===== src/rtl/bcd_counter_0to19.sv =====
// ---------------------------------------------------------------------------
// bcd_counter_0to19
//   Two-digit BCD run/pause counter, 00..MAX_VAL, advanced once every TICK_DIV
//   clocks by an internal prescaler while running. The start/stop key toggles
//   IDLE->RUN->PAUSE->RUN...; clr forces IDLE with the count at 00.
//
// Parameters
//   TICK_DIV  clk cycles per count step (>= 2)
//   MAX_VAL   terminal count, decimal (1..99)
//
// Ports
//   clk      in   system clock, rising edge
//   rst_n    in   asynchronous active-low reset
//   key      in   start/stop key, asynchronous level, acts on its rising edge
//   clr      in   synchronous clear, active-high, wins over key
//   down     in   count direction, 1 = down (only with COUNT_DOWN_EN)
//   tens     out  BCD tens digit
//   ones     out  BCD ones digit
//   wrap     out  one-cycle pulse in the cycle the wrapped value first appears
//   running  out  high while in RUN
//
// Build option
//   COUNT_DOWN_EN  adds the down port and down-counting; default is up-only.
// ---------------------------------------------------------------------------
module bcd_counter_0to19 #(
  parameter int unsigned TICK_DIV = 1000,
  parameter int unsigned MAX_VAL  = 19
) (
  input  logic       clk,
  input  logic       rst_n,
  input  logic       key,
  input  logic       clr,
`ifdef COUNT_DOWN_EN
  input  logic       down,
`endif
  output logic [3:0] tens,
  output logic [3:0] ones,
  output logic       wrap,
  output logic       running
);

  localparam int unsigned PW = (TICK_DIV > 2) ? $clog2(TICK_DIV) : 1;
  localparam logic [PW-1:0] PRE_LAST = PW'(TICK_DIV - 1);
  localparam logic [3:0] MAX_TENS = 4'(MAX_VAL / 10);
  localparam logic [3:0] MAX_ONES = 4'(MAX_VAL % 10);
  localparam logic [3:0] BCD_NINE = 4'd9;

  typedef enum logic [1:0] {
    ST_IDLE  = 2'd0,
    ST_RUN   = 2'd1,
    ST_PAUSE = 2'd2
  } state_t;

  state_t        r_state;
  logic          r_key_s1;
  logic          r_key_s2;
  logic          r_key_s3;
  logic [PW-1:0] r_pre;
  logic [3:0]    r_tens;
  logic [3:0]    r_ones;
  logic          r_wrap;
  logic          r_running;

  logic          w_key_edge;
  logic          w_step;
  logic          w_down;
  logic          w_at_max;
  logic          w_at_zero;
  logic [3:0]    w_nxt_tens;
  logic [3:0]    w_nxt_ones;
  logic          w_nxt_wrap;

`ifdef COUNT_DOWN_EN
  assign w_down = down;
`else
  assign w_down = 1'b0;
`endif

  // Rising edge of the synchronised key; s3 is the history flop.
  assign w_key_edge = r_key_s2 & ~r_key_s3;
  assign w_step     = (r_state == ST_RUN) && (r_pre == PRE_LAST);
  assign w_at_max   = (r_tens == MAX_TENS) && (r_ones == MAX_ONES);
  assign w_at_zero  = (r_tens == 4'd0) && (r_ones == 4'd0);

  // Next BCD value for one count step in the selected direction.
  always_comb begin
    w_nxt_tens = r_tens;
    w_nxt_ones = r_ones;
    w_nxt_wrap = 1'b0;
    if (w_down) begin
      if (w_at_zero) begin
        w_nxt_tens = MAX_TENS;
        w_nxt_ones = MAX_ONES;
        w_nxt_wrap = 1'b1;
      end else if (r_ones == 4'd0) begin
        w_nxt_ones = BCD_NINE;
        w_nxt_tens = r_tens - 4'd1;
      end else begin
        w_nxt_ones = r_ones - 4'd1;
      end
    end else begin
      if (w_at_max) begin
        w_nxt_tens = 4'd0;
        w_nxt_ones = 4'd0;
        w_nxt_wrap = 1'b1;
      end else if (r_ones == BCD_NINE) begin
        w_nxt_ones = 4'd0;
        w_nxt_tens = r_tens + 4'd1;
      end else begin
        w_nxt_ones = r_ones + 4'd1;
      end
    end
  end

  // Key synchroniser, run/pause FSM, prescaler and count registers.
  always_ff @(posedge clk or negedge rst_n) begin
    if (!rst_n) begin
      r_state   <= ST_IDLE;
      r_key_s1  <= 1'b0;
      r_key_s2  <= 1'b0;
      r_key_s3  <= 1'b0;
      r_pre     <= '0;
      r_tens    <= 4'd0;
      r_ones    <= 4'd0;
      r_wrap    <= 1'b0;
      r_running <= 1'b0;
    end else begin
      r_key_s1 <= key;
      r_key_s2 <= r_key_s1;
      r_key_s3 <= r_key_s2;
      if (clr) begin
        r_state   <= ST_IDLE;
        r_pre     <= '0;
        r_tens    <= 4'd0;
        r_ones    <= 4'd0;
        r_wrap    <= 1'b0;
        r_running <= 1'b0;
      end else begin
        r_wrap <= 1'b0;
        // Prescaler only advances in RUN, so a resume finishes the partial period.
        if (r_state == ST_RUN) begin
          if (w_step) begin
            r_pre  <= '0;
            r_tens <= w_nxt_tens;
            r_ones <= w_nxt_ones;
            r_wrap <= w_nxt_wrap;
          end else begin
            r_pre <= r_pre + PW'(1);
          end
        end
        if (w_key_edge) begin
          case (r_state)
            ST_IDLE, ST_PAUSE: begin
              r_state   <= ST_RUN;
              r_running <= 1'b1;
            end
            ST_RUN: begin
              r_state   <= ST_PAUSE;
              r_running <= 1'b0;
            end
            default: begin
              r_state   <= ST_IDLE;
              r_running <= 1'b0;
            end
          endcase
        end
      end
    end
  end

  assign tens    = r_tens;
  assign ones    = r_ones;
  assign wrap    = r_wrap;
  assign running = r_running;

endmodule


===== config.mk =====
export PLATFORM = sky130hd
export DESIGN_NAME = bcd_counter_0to19
export DESIGN_NICKNAME = d
export VERILOG_FILES = /design/src/rtl/bcd_counter_0to19.sv
export SDC_FILE = /design/constraint.sdc
export NUM_CORES = 1
export LEC_CHECK = 0
export ABC_AREA = 1
export CELL_PAD_IN_SITES_DETAIL_PLACEMENT = 1
export CELL_PAD_IN_SITES_GLOBAL_PLACEMENT = 1
export CORE_UTILIZATION = 37
export CTS_CLUSTER_DIAMETER = 120
export CTS_CLUSTER_SIZE = 24
export DETAILED_ROUTE_END_ITERATION = 7
export GPL_ROUTABILITY_DRIVEN = 0
export GPL_TIMING_DRIVEN = 0
export PLACE_DENSITY_LB_ADDON = 0.1
export SYNTH_ARGS = -nofsm -noshare
export SYNTH_HDL_FRONTEND = slang
export SYNTH_SLANG_ARGS = --single-unit

===== constraint.sdc =====
create_clock -name clk -period 1.3 [get_ports clk]
set_input_delay 0.195 -clock clk [delete_from_list [all_inputs] [get_ports clk]]
set_output_delay 0.195 -clock clk [all_outputs]
set_load 0.01 [all_outputs]

==> results of run 1 <==
-- worst reg2reg max path, stage by stage (launching register included) --
cell and delay, ps:
dfrtp_1 410, inv_2 80, ha_4 130, nand2_4 50, nor2_4 160, nand4_1 230, nand3_1 160, nand2_1 50
-- cell usage in the layout, fill, tap and decap left out, types with 3 or more instances in the layout --
cell type / synthesis / layout
nor2_2: 3 / 3
a21oi_1: 3 / 3
inv_1: 19 / 16
nor2_1: 18 / 15
inv_2: 3 / 5
nand3_1: 13 / 12
o21ai_0: 3 / 3
dlygate4sd2_1: 0 / 11
nor3_1: 4 / 4
nor2_4: 6 / 9
dfrtp_1: 24 / 19
nand2_2: 2 / 11
nand2_4: 3 / 5
clkbuf_8: 1 / 4
buf_4: 0 / 11
nand2_1: 51 / 41
dfrtp_2: 0 / 5
nand4_1: 3 / 3
-- power by group through the flow --
stage	combinational [uW]	clock, uW	sequential, uW
floorplan	83.6	0	806
global placement	146	0	805
detailed placement	150	0	808
CTS	182	676	787
global route	218	708	791
finish	197	656	789
-- metal layers --
metal  global-route usage  share of wire  up-vias
li1                     -              -      605
met1               0.2334           0.45      610
met2               0.3404           0.51       17
met3              0.04529          0.029        4
met4              0.03409         0.0089        0
met5                    0              0        -
-- layout make-up --
class | instances | share of cell area
Timing Repair Buffer | 24 | 0.1078
Clock inverter | 1 | 0.01627
Buffer | 1 | 0.007458
Tap cell | 46 | 0.03119
Sequential cell | 24 | 0.3288
Clock buffer | 3 | 0.02237
Multi-Input combinational cell | 127 | 0.4366
Inverter | 23 | 0.04949
-- Yosys cell counts --
cell type	n	share of area
mux2i_1	1	0.0071
nor3b_1	1	0.0054
xnor2_1	1	0.0063
nand3b_1	2	0.011
nor2_1	18	0.048
o21ai_4	1	0.012
nand2_4	3	0.024
ha_1	5	0.045
nand3_2	2	0.014
nor2_4	6	0.048
nand4_1	3	0.013
o21ai_1	1	0.0036
nor3_1	4	0.014
a21oi_1	3	0.011
a21oi_2	1	0.0063
inv_1	19	0.051
nand2_1	51	0.14
nand2_2	2	0.0089
clkbuf_8	1	0.0098
dfrtp_1	24	0.43
xor2_1	2	0.013
o21ai_0	3	0.011
inv_4	1	0.0045
nor2_2	3	0.013
nand3_1	13	0.046
inv_2	3	0.0080
-- through the flow --
step	total power [uW]	setup WS (ps)	std cells
floorplan	889.3	45.43	174
global placement	951.8	-292.9	233
detailed placement	958.4	-318.2	233
CTS	1645	-67.74	249
global route	1717	-137.6	249
finish	1643	-66.02	249
-- registers in the layout, indices dropped and copies added, names as in the netlist --
| signal | flops |
|---|---|
| ones | 4 |
| r_pre | 10 |
| tens | 4 |
| wrap | 1 |
| r_key_s2 | 1 |
| r_state | 2 |
| r_key_s3 | 1 |
| r_key_s1 | 1 |
-- timing repair --
item / CTS / global route
hold buffers: 0 / 0
setup buffers: 11 / 0
pin swaps: 7 / 17
cloned: 1 / 0
resized for setup: 29 / 18
endpoints found under the setup margin: 29 / 18
-- worst min path at each step --
stage | slack (ps) | cells after the start | to
2_1_floorplan | -100 | 0 | ones[0]$_DFFE_PN0P_
3_3_place_gp | 350 | 0 | r_key_s2$_DFF_PN0_
3_5_place_dp | 350 | 0 | r_key_s2$_DFF_PN0_
4_1_cts | 290 | 1 | r_state[0]$_DFFE_PN0P_
5_1_grt | 340 | 1 | r_pre[1]$_DFFE_PN0P_
6_report | 250 | 1 | r_pre[9]$_DFFE_PN0P_
-- logic make-up after synthesis --
logic type | Yosys count
xor+xnor | 3
mux | 1
compound gates | 9
flops | 24
simple gates | 108
fa+ha+maj | 5
buf+inv | 24
==> results.sh, run 1 <==
export IMPL_design_area_um2=1846
export IMPL_vias=1236
export IMPL_worstSetupPathType="reg -> reg"
export IMPL_netSwitchingPower_uw=385.7
export IMPL_die_w_um=63.52
export IMPL_num_rows=21
export IMPL_syn_nets=183
export IMPL_reg2reg_from="ones[1]$_DFFE_PN0P_"
export IMPL_grt_pass1_wl_um=5996
export IMPL_crit_end="tens[2]$_DFFE_PN0P_"
export IMPL_drc=0
export IMPL_finClkSkew_ps=1.865
export IMPL_drive_gt1_frac=0.3202
export IMPL_h_tree_depth=1
export IMPL_clk_latency_ps=270
export IMPL_crit_path_start_kind="flip-flop"
export IMPL_die_area_um2=4034
export IMPL_cpMaxStageDelayCell="dfrtp_1"
export IMPL_cp_end_kind="flip-flop"
export IMPL_wl_per_cell_um=14.00
export IMPL_dp_hpwl_um=2464
export IMPL_numCtsBuffers=3
export IMPL_synth_seq_area_share=0.4290
export IMPL_die_y_um=63.52
export IMPL_reg2reg_slack_ps=-70
export IMPL_tns_ps=-260.9
export IMPL_critPathLaunch="ones[1]$_DFFE_PN0P_"
export IMPL_synthMuxAreaShare=0.007149
export IMPL_antenna_found_initial=0
export IMPL_p_int_uw=1257
export IMPL_cts_tree="yes"
export IMPL_utilization=0.5321
export IMPL_max_stage_delay_ps=410
export IMPL_pwr_share_seq=0.480
export IMPL_syn_inst=174
export IMPL_initial_core_util=0.4037
export IMPL_cp_required_ps=1470
export IMPL_cp_cell_sequence="inv_2, ha_4, nand2_4, nor2_4, nand4_1, nand3_1, nand2_1"
export IMPL_synth_cell_types=26
export IMPL_synth_adder_area_share=0.04468
export IMPL_grt_max_degree=25
export IMPL_cts_sinks=24
export IMPL_grt_pass1_vias=1280
export IMPL_fillCellCount=435
export IMPL_clockBufferDepth=2
export IMPL_rr_worst_depth=7
export IMPL_finalWorstSetupSlack_ps=-66.02
export IMPL_p_leak_uw=0.0008888
export IMPL_worst_ep_arrival_time_ps=1530
export IMPL_insertedDiodeCount=0
export IMPL_multi_input_area_um2=805.8
export IMPL_regArea_um2=606.8
export IMPL_grtUsageTotal=0.1913
export IMPL_period_share=1.051
export IMPL_synth_top_family_by_area="simple AND/OR/NAND/NOR gates"
export IMPL_crit_cells=7
export IMPL_via_per_inst=4.964
export IMPL_synth_area_um2=1400
export IMPL_power_density_nw_per_um2=890.1
export IMPL_hp_class="in -> async"
export IMPL_synth_simple_area_share=0.3843
export IMPL_path_delay_family="simple AND/OR/NAND/NOR gates"
export IMPL_status="finished, violations left"
export IMPL_synth_area_per_cell_um2=8.047
export IMPL_cap_violations=0
export IMPL_synth_xor_area_frac=0.01877
export IMPL_comb_power_share=0.120
export IMPL_first_iter_violations=32
export IMPL_cts_root_buf="clkbuf_8"
export IMPL_slew_headroom=0.2520
export IMPL_path_clk_slew_ps=90
export IMPL_syn_to_final_growth_pct=31.81
export IMPL_hold_slack_ps=252.9
export IMPL_fmax_mhz=732.1
export IMPL_synth_compound_area_frac=0.04290
export IMPL_routed_wirelength_um=3485
export IMPL_ys_ff_latch=24
export IMPL_min_period_ps=1366
export IMPL_crit_fanout=4
export IMPL_dpl_cell_area_um2=1590
export IMPL_final_antenna_net_count=0
export IMPL_critPathBufInv=1
export IMPL_violations="setup timing"
export IMPL_vdd_drop_max_mv=1.222
export IMPL_p_clk_frac=0.400
export IMPL_gr_total_overflow=0
export IMPL_hold_viol=0
export IMPL_ios=14
export IMPL_swShare=0.2348
export IMPL_finalSetupViolCount=5
export IMPL_design_core_area_um2=3468
export IMPL_first_pass_iters=4
export IMPL_tightest_slew_ps=1122
export IMPL_r2r_end="tens[2]$_DFFE_PN0P_"
export IMPL_yosysWarnings=0
export IMPL_rsz0062_at_grt="yes"
export IMPL_portBuffers=13
export IMPL_finalMaxSlewViolations=0
export IMPL_nets=213
(Power assumes the default switching activity.)
==> run 2, diff against run 1 <==
- GPL_TIMING_DRIVEN: 0 -> unset
==> run 2 against run 1 <==
The run still ends with setup timing left. Final cell count grew 1.6%. Count of clock-buffer cells in the layout up 1. Critical path depth decreased by 1. Sequential cell count unchanged. Wire length grew 8.2%. Largest cell class unchanged. First-iteration DRC count is 19% higher.
==> results.sh, run 2 (same netlist as run 1, synthesis figures left out) <==
export IMPL_status="finished, violations left"
export IMPL_violations="setup timing"
export IMPL_drive_gt1_frac=0.3430
export IMPL_grt_pass1_wl_um=6699
export IMPL_first_iter_violations=38
export IMPL_numCtsBuffers=3
export IMPL_worstSetupPathType="reg -> reg"
export IMPL_design_core_area_um2=3468
export IMPL_portBuffers=13
export IMPL_design_area_um2=1861
export IMPL_cts_root_buf="clkbuf_8"
export IMPL_tightest_slew_ps=322.5
export IMPL_routed_wirelength_um=3770
export IMPL_cap_violations=0
export IMPL_cts_sinks=24
export IMPL_min_period_ps=1383
export IMPL_hold_viol=0
export IMPL_grt_pass1_vias=1362
export IMPL_period_share=1.064
export IMPL_via_per_inst=4.885
export IMPL_rsz0062_at_grt="yes"
export IMPL_regArea_um2=606.8
export IMPL_finalMaxSlewViolations=0
export IMPL_wl_per_cell_um=14.90
export IMPL_power_density_nw_per_um2=814.1
export IMPL_cts_tree="yes"
export IMPL_vdd_drop_max_mv=0.7233
export IMPL_stdcell_count=253
export IMPL_grtUsageTotal=0.2155
export IMPL_dp_hpwl_um=2689
export IMPL_hp_class="in -> async"
export IMPL_ios=14
export IMPL_p_leak_uw=0.0008960
export IMPL_nets=217
export IMPL_multi_input_area_um2=813.3
export IMPL_cp_required_ps=1460
export IMPL_die_y_um=63.52
export IMPL_cp_end_kind="flip-flop"
export IMPL_slew_headroom=0.7850
export IMPL_grt_max_degree=25
export IMPL_initial_core_util=0.4037
export IMPL_drc=0
export IMPL_die_w_um=63.52
export IMPL_largest_register_ffs=10
export IMPL_finClkSkew_ps=0.6300
export IMPL_crit_fanout=4
export IMPL_dpl_cell_area_um2=1659
export IMPL_hold_buffers=0
export IMPL_final_antenna_net_count=0
export IMPL_insertedDiodeCount=0
export IMPL_finalSetupViolCount=5
export IMPL_final_common_cell="nand2_1"
export IMPL_first_pass_iters=4
export IMPL_antenna_found_initial=0
export IMPL_path_clk_slew_ps=80
export IMPL_dp_cells=243
export IMPL_fmax_mhz=723.0
export IMPL_worst_ep_arrival_time_ps=1540
export IMPL_max_flop_register="r_pre"
export IMPL_num_rows=21
export IMPL_clk_latency_ps=270
export IMPL_crit_path_start_kind="flip-flop"
export IMPL_final_cell_mix="nand2_1 (40), dfrtp_1 (19), inv_1 (16)"
export IMPL_h_tree_depth=1
export IMPL_finalWorstSetupSlack_ps=-83.08
export IMPL_clockBufferDepth=2
export IMPL_die_area_um2=4034
export IMPL_vias=1236
export IMPL_fillCellCount=438
export IMPL_gr_total_overflow=0
export IMPL_syn_to_final_growth_pct=32.89
run 2: routing by layer:
| layer | GRT usage | up-vias | wire, um | part of all wire |
|---|---|---|---|---|
| met5 | 0 | - | 0 | 0 |
| met4 | 0.05114 | 0 | 54 | 0.014 |
| met3 | 0.04710 | 6 | 92 | 0.024 |
| met2 | 0.3630 | 17 | 1937 | 0.51 |
| met1 | 0.2780 | 599 | 1686 | 0.45 |
| li1 | - | 614 | - | - |
run 2: final cells by class:
class	instances	share of cell area
Multi-Input combinational cell	127	0.4371
Sequential cell	24	0.3262
Timing Repair Buffer	29	0.1284
Inverter	23	0.04775
Tap cell	46	0.03093
Clock buffer	4	0.02959
run 2: worst paths after layout:
path,start,to,slack [ps],cells past startpoint
setup / recovery,r_pre[0]$_DFFE_PN0P_,tens[2]$_DFFE_PN0P_,-80,6
hold / removal,rst_n,r_pre[9]$_DFFE_PN0P_,280,2
setup reg to reg,r_pre[0]$_DFFE_PN0P_,tens[2]$_DFFE_PN0P_,-80,6
hold reg to reg,r_key_s1$_DFF_PN0_,r_key_s2$_DFF_PN0_,370,0
max in group asynchronous,rst_n,tens[0]$_DFFE_PN0P_,750,2
min in group clk,r_key_s1$_DFF_PN0_,r_key_s2$_DFF_PN0_,370,0
run 2: critical path, stage by stage (launching register included):
cell and delay, ps:
dfrtp_1 400, ha_4 180, nand2_1 80, nor2_2 140, nand4_1 220, nand3_1 170, nand2_1 70
run 2: report_power, final:
group | switching, uW | internal [uW] | total [uW]
Sequential | 17.9 | 769 | 786
Combinational | 125 | 90.8 | 216
Clock | 242 | 271 | 512
run 2: through the flow:
step | util | setup WS, ps | hold WS (ps) | power [uW] | TNS [ps]
after global routing | 0.5364 | -170.5 | 326.8 | 1579 | -1125
after global placement | 0.4784 | -50.92 | 344.0 | 982.2 | -275.5
after floorplan | - | 45.43 | -100.6 | 889.3 | 0
after detailed placement | 0.4784 | -95.31 | 347.1 | 987.7 | -1069
final | 0.5364 | -83.08 | 284.4 | 1515 | -271.7
after CTS | 0.5213 | -62.97 | 295.7 | 1512 | -185.3
run 2: what timing repair did:
action / in CTS / in global routing
setup endpoints to repair: 28 / 17
buffers inserted: 5 / 0
gates resized for setup: 29 / 20
cloned: 1 / 0
pin swaps: 2 / 12
==> run 3, diff against run 2 <==
- CORE_UTILIZATION: 37 -> 42
- clock period: 1.3 -> 1.67 ns (I/O delays scaled with it)
==> run 3 against run 2 <==
Global-route usage is 1.1 points lower. The flow now finishes without violations. Count of clock-buffer cells in the layout is 1 lower. Largest cell class unchanged. Sequential share of layout area is 4.8 points higher. Design area is 13% lower. Clock skew is 8.2 ps higher. Sequential power is 21% lower. Non-clock buffer count is 14 lower. Hold slack worse by 3.2 ps. First-iteration DRC count is 18% higher. Power is 35% lower.
==> results.sh, run 3 (same netlist as run 1, synthesis figures left out) <==
export IMPL_critPathBufInv=1
export IMPL_h_tree_depth=1
export IMPL_cap_violations=0
export IMPL_numCtsBuffers=3
export IMPL_swShare=0.2633
export IMPL_cts_root_buf="clkbuf_4"
export IMPL_cts_tree="yes"
export IMPL_dp_hpwl_um=2471
export IMPL_largest_register_ffs=10
export IMPL_clockBufferDepth=2
export IMPL_final_cell_mix="nand2_1 (51), dfrtp_1 (21), inv_1 (19)"
export IMPL_hold_slack_ps=281.1
export IMPL_num_rows=20
export IMPL_tightest_slew_ps=322.1
export IMPL_period_share=0.9633
export IMPL_grt_max_degree=25
export IMPL_reg2reg_from="ones[1]$_DFFE_PN0P_"
export IMPL_p_clk_frac=0.257
export IMPL_p_leak_uw=0.0007408
export IMPL_vias=1176
export IMPL_fmax_mhz=621.6
export IMPL_cpMaxStageDelayCell="clkdlybuf4s50_1"
export IMPL_die_y_um=59.74
export IMPL_design_core_area_um2=3103
export IMPL_initial_core_util=0.4512
export IMPL_comb_power_share=0.117
export IMPL_clk_latency_ps=310
export IMPL_tns_ps=0
export IMPL_hold_viol=0
export IMPL_final_antenna_net_count=0
export IMPL_hp_class="in -> async"
export IMPL_r2r_end="tens[1]$_DFFE_PN0P_"
export IMPL_first_iter_violations=45
export IMPL_portBuffers=13
export IMPL_grtUsageTotal=0.2048
export IMPL_slew_headroom=0.7852
export IMPL_max_stage_delay_ps=570
export IMPL_fillCellCount=393
export IMPL_die_area_um2=3568
export IMPL_syn_to_final_growth_pct=15.37
export IMPL_p_int_uw=726.9
export IMPL_first_pass_iters=4
export IMPL_cp_required_ps=1420
export IMPL_drc=0
export IMPL_pwr_share_seq=0.626
export IMPL_worstSetupPathType="reg -> out"
export IMPL_wl_per_cell_um=13.26
export IMPL_finalMaxSlewViolations=0
export IMPL_path_delay_family="buffers and inverters"
export IMPL_netSwitchingPower_uw=259.8
export IMPL_worst_ep_arrival_time_ps=1360
export IMPL_min_period_ps=1609
export IMPL_gr_total_overflow=0
export IMPL_finalSetupViolCount=0
export IMPL_drive_gt1_frac=0.1623
export IMPL_routed_wirelength_um=3117
export IMPL_crit_fanout=6
export IMPL_rr_worst_depth=9
export IMPL_reg2reg_slack_ps=210
export IMPL_crit_path_start_kind="flip-flop"
export IMPL_multi_input_area_um2=699.4
export IMPL_cp_cell_sequence="clkdlybuf4s50_1"
export IMPL_cp_end_kind="output port"
export IMPL_die_w_um=59.74
export IMPL_cts_sinks=24
export IMPL_grt_pass1_vias=1176
export IMPL_finClkSkew_ps=8.804
export IMPL_power_density_nw_per_um2=610.8
export IMPL_via_per_inst=5.004
export IMPL_vdd_drop_max_mv=0.2711
export IMPL_path_clk_slew_ps=130
export IMPL_nets=202
export IMPL_ios=14
export IMPL_final_common_cell="nand2_1"
export IMPL_max_flop_register="r_pre"
export IMPL_status="complete, no violations"
export IMPL_grt_pass1_wl_um=5361
export IMPL_antenna_found_initial=0
export IMPL_insertedDiodeCount=0
export IMPL_rsz0062_at_grt="no"
export IMPL_regArea_um2=604.3
-- run 3: power groups by stage --
stage	clock, uW	combinational [uW]	sequential (uW)
2_1_floorplan	0	65.1	627
3_3_place_gp	0	113	627
3_5_place_dp	0	117	628
4_1_cts	271	118	617
5_1_grt	284	131	621
6_report	254	115	618
-- run 3: area by class of cell --
cell class / instances / area share
inverters: 23 / 0.05500
well taps: 44 / 0.03408
clock buffers: 3 / 0.01394
multi-input cells: 126 / 0.4330
flip-flops and latches: 24 / 0.3741
repair buffers: 15 / 0.08985
-- run 3: per-layer routing --
layer	vias up	share of wire	GRT usage
met5	-	0	0
met1	581	0.46	0.2779
met2	11	0.51	0.3413
li1	580	-	-
met4	0	0.0087	0.05980
met3	4	0.019	0.02597
-- run 3: what timing repair did --
action                                 in CTS  in global routing
hold buffers                                0                  0
endpoints found under the hold margin       0                  0
gates resized for setup                     0                  4
setup endpoints to repair                   0                  8
buffers inserted                            0                  0
-- run 3: metrics by stage --
step | cell area [um^2] | std cells | utilization | total power [uW] | worst slack (ps)
floorplan | 1400 | 174 | - | 692.2 | 367.2
global placement | 1587 | 232 | 0.5113 | 740.4 | 209.1
detailed placement | 1587 | 232 | 0.5113 | 745.0 | 150.5
CTS | 1609 | 235 | 0.5185 | 1006 | 25.96
global route | 1615 | 235 | 0.5206 | 1036 | 11.88
finish | 1615 | 235 | 0.5206 | 986.6 | 61.34
-- run 3: how the worst max path moves through the flow --
| stage | from | to | slack (ps) | cells past startpoint |
|---|---|---|---|---|
| 3_3_place_gp | ones[1]$_DFFE_PN0P_ | tens[1]$_DFFE_PN0P_ | 210 | 9 |
| 5_1_grt | tens[1]$_DFFE_PN0P_ | tens[1] | 10 | 1 |
| 4_1_cts | tens[0]$_DFFE_PN0P_ | tens[0] | 30 | 1 |
| 3_5_place_dp | clr | r_pre[3]$_DFFE_PN0P_ | 150 | 6 |
| 2_1_floorplan | ones[1]$_DFFE_PN0P_ | tens[2]$_DFFE_PN0P_ | 370 | 9 |
| 6_report | tens[2]$_DFFE_PN0P_ | tens[2] | 60 | 1 |
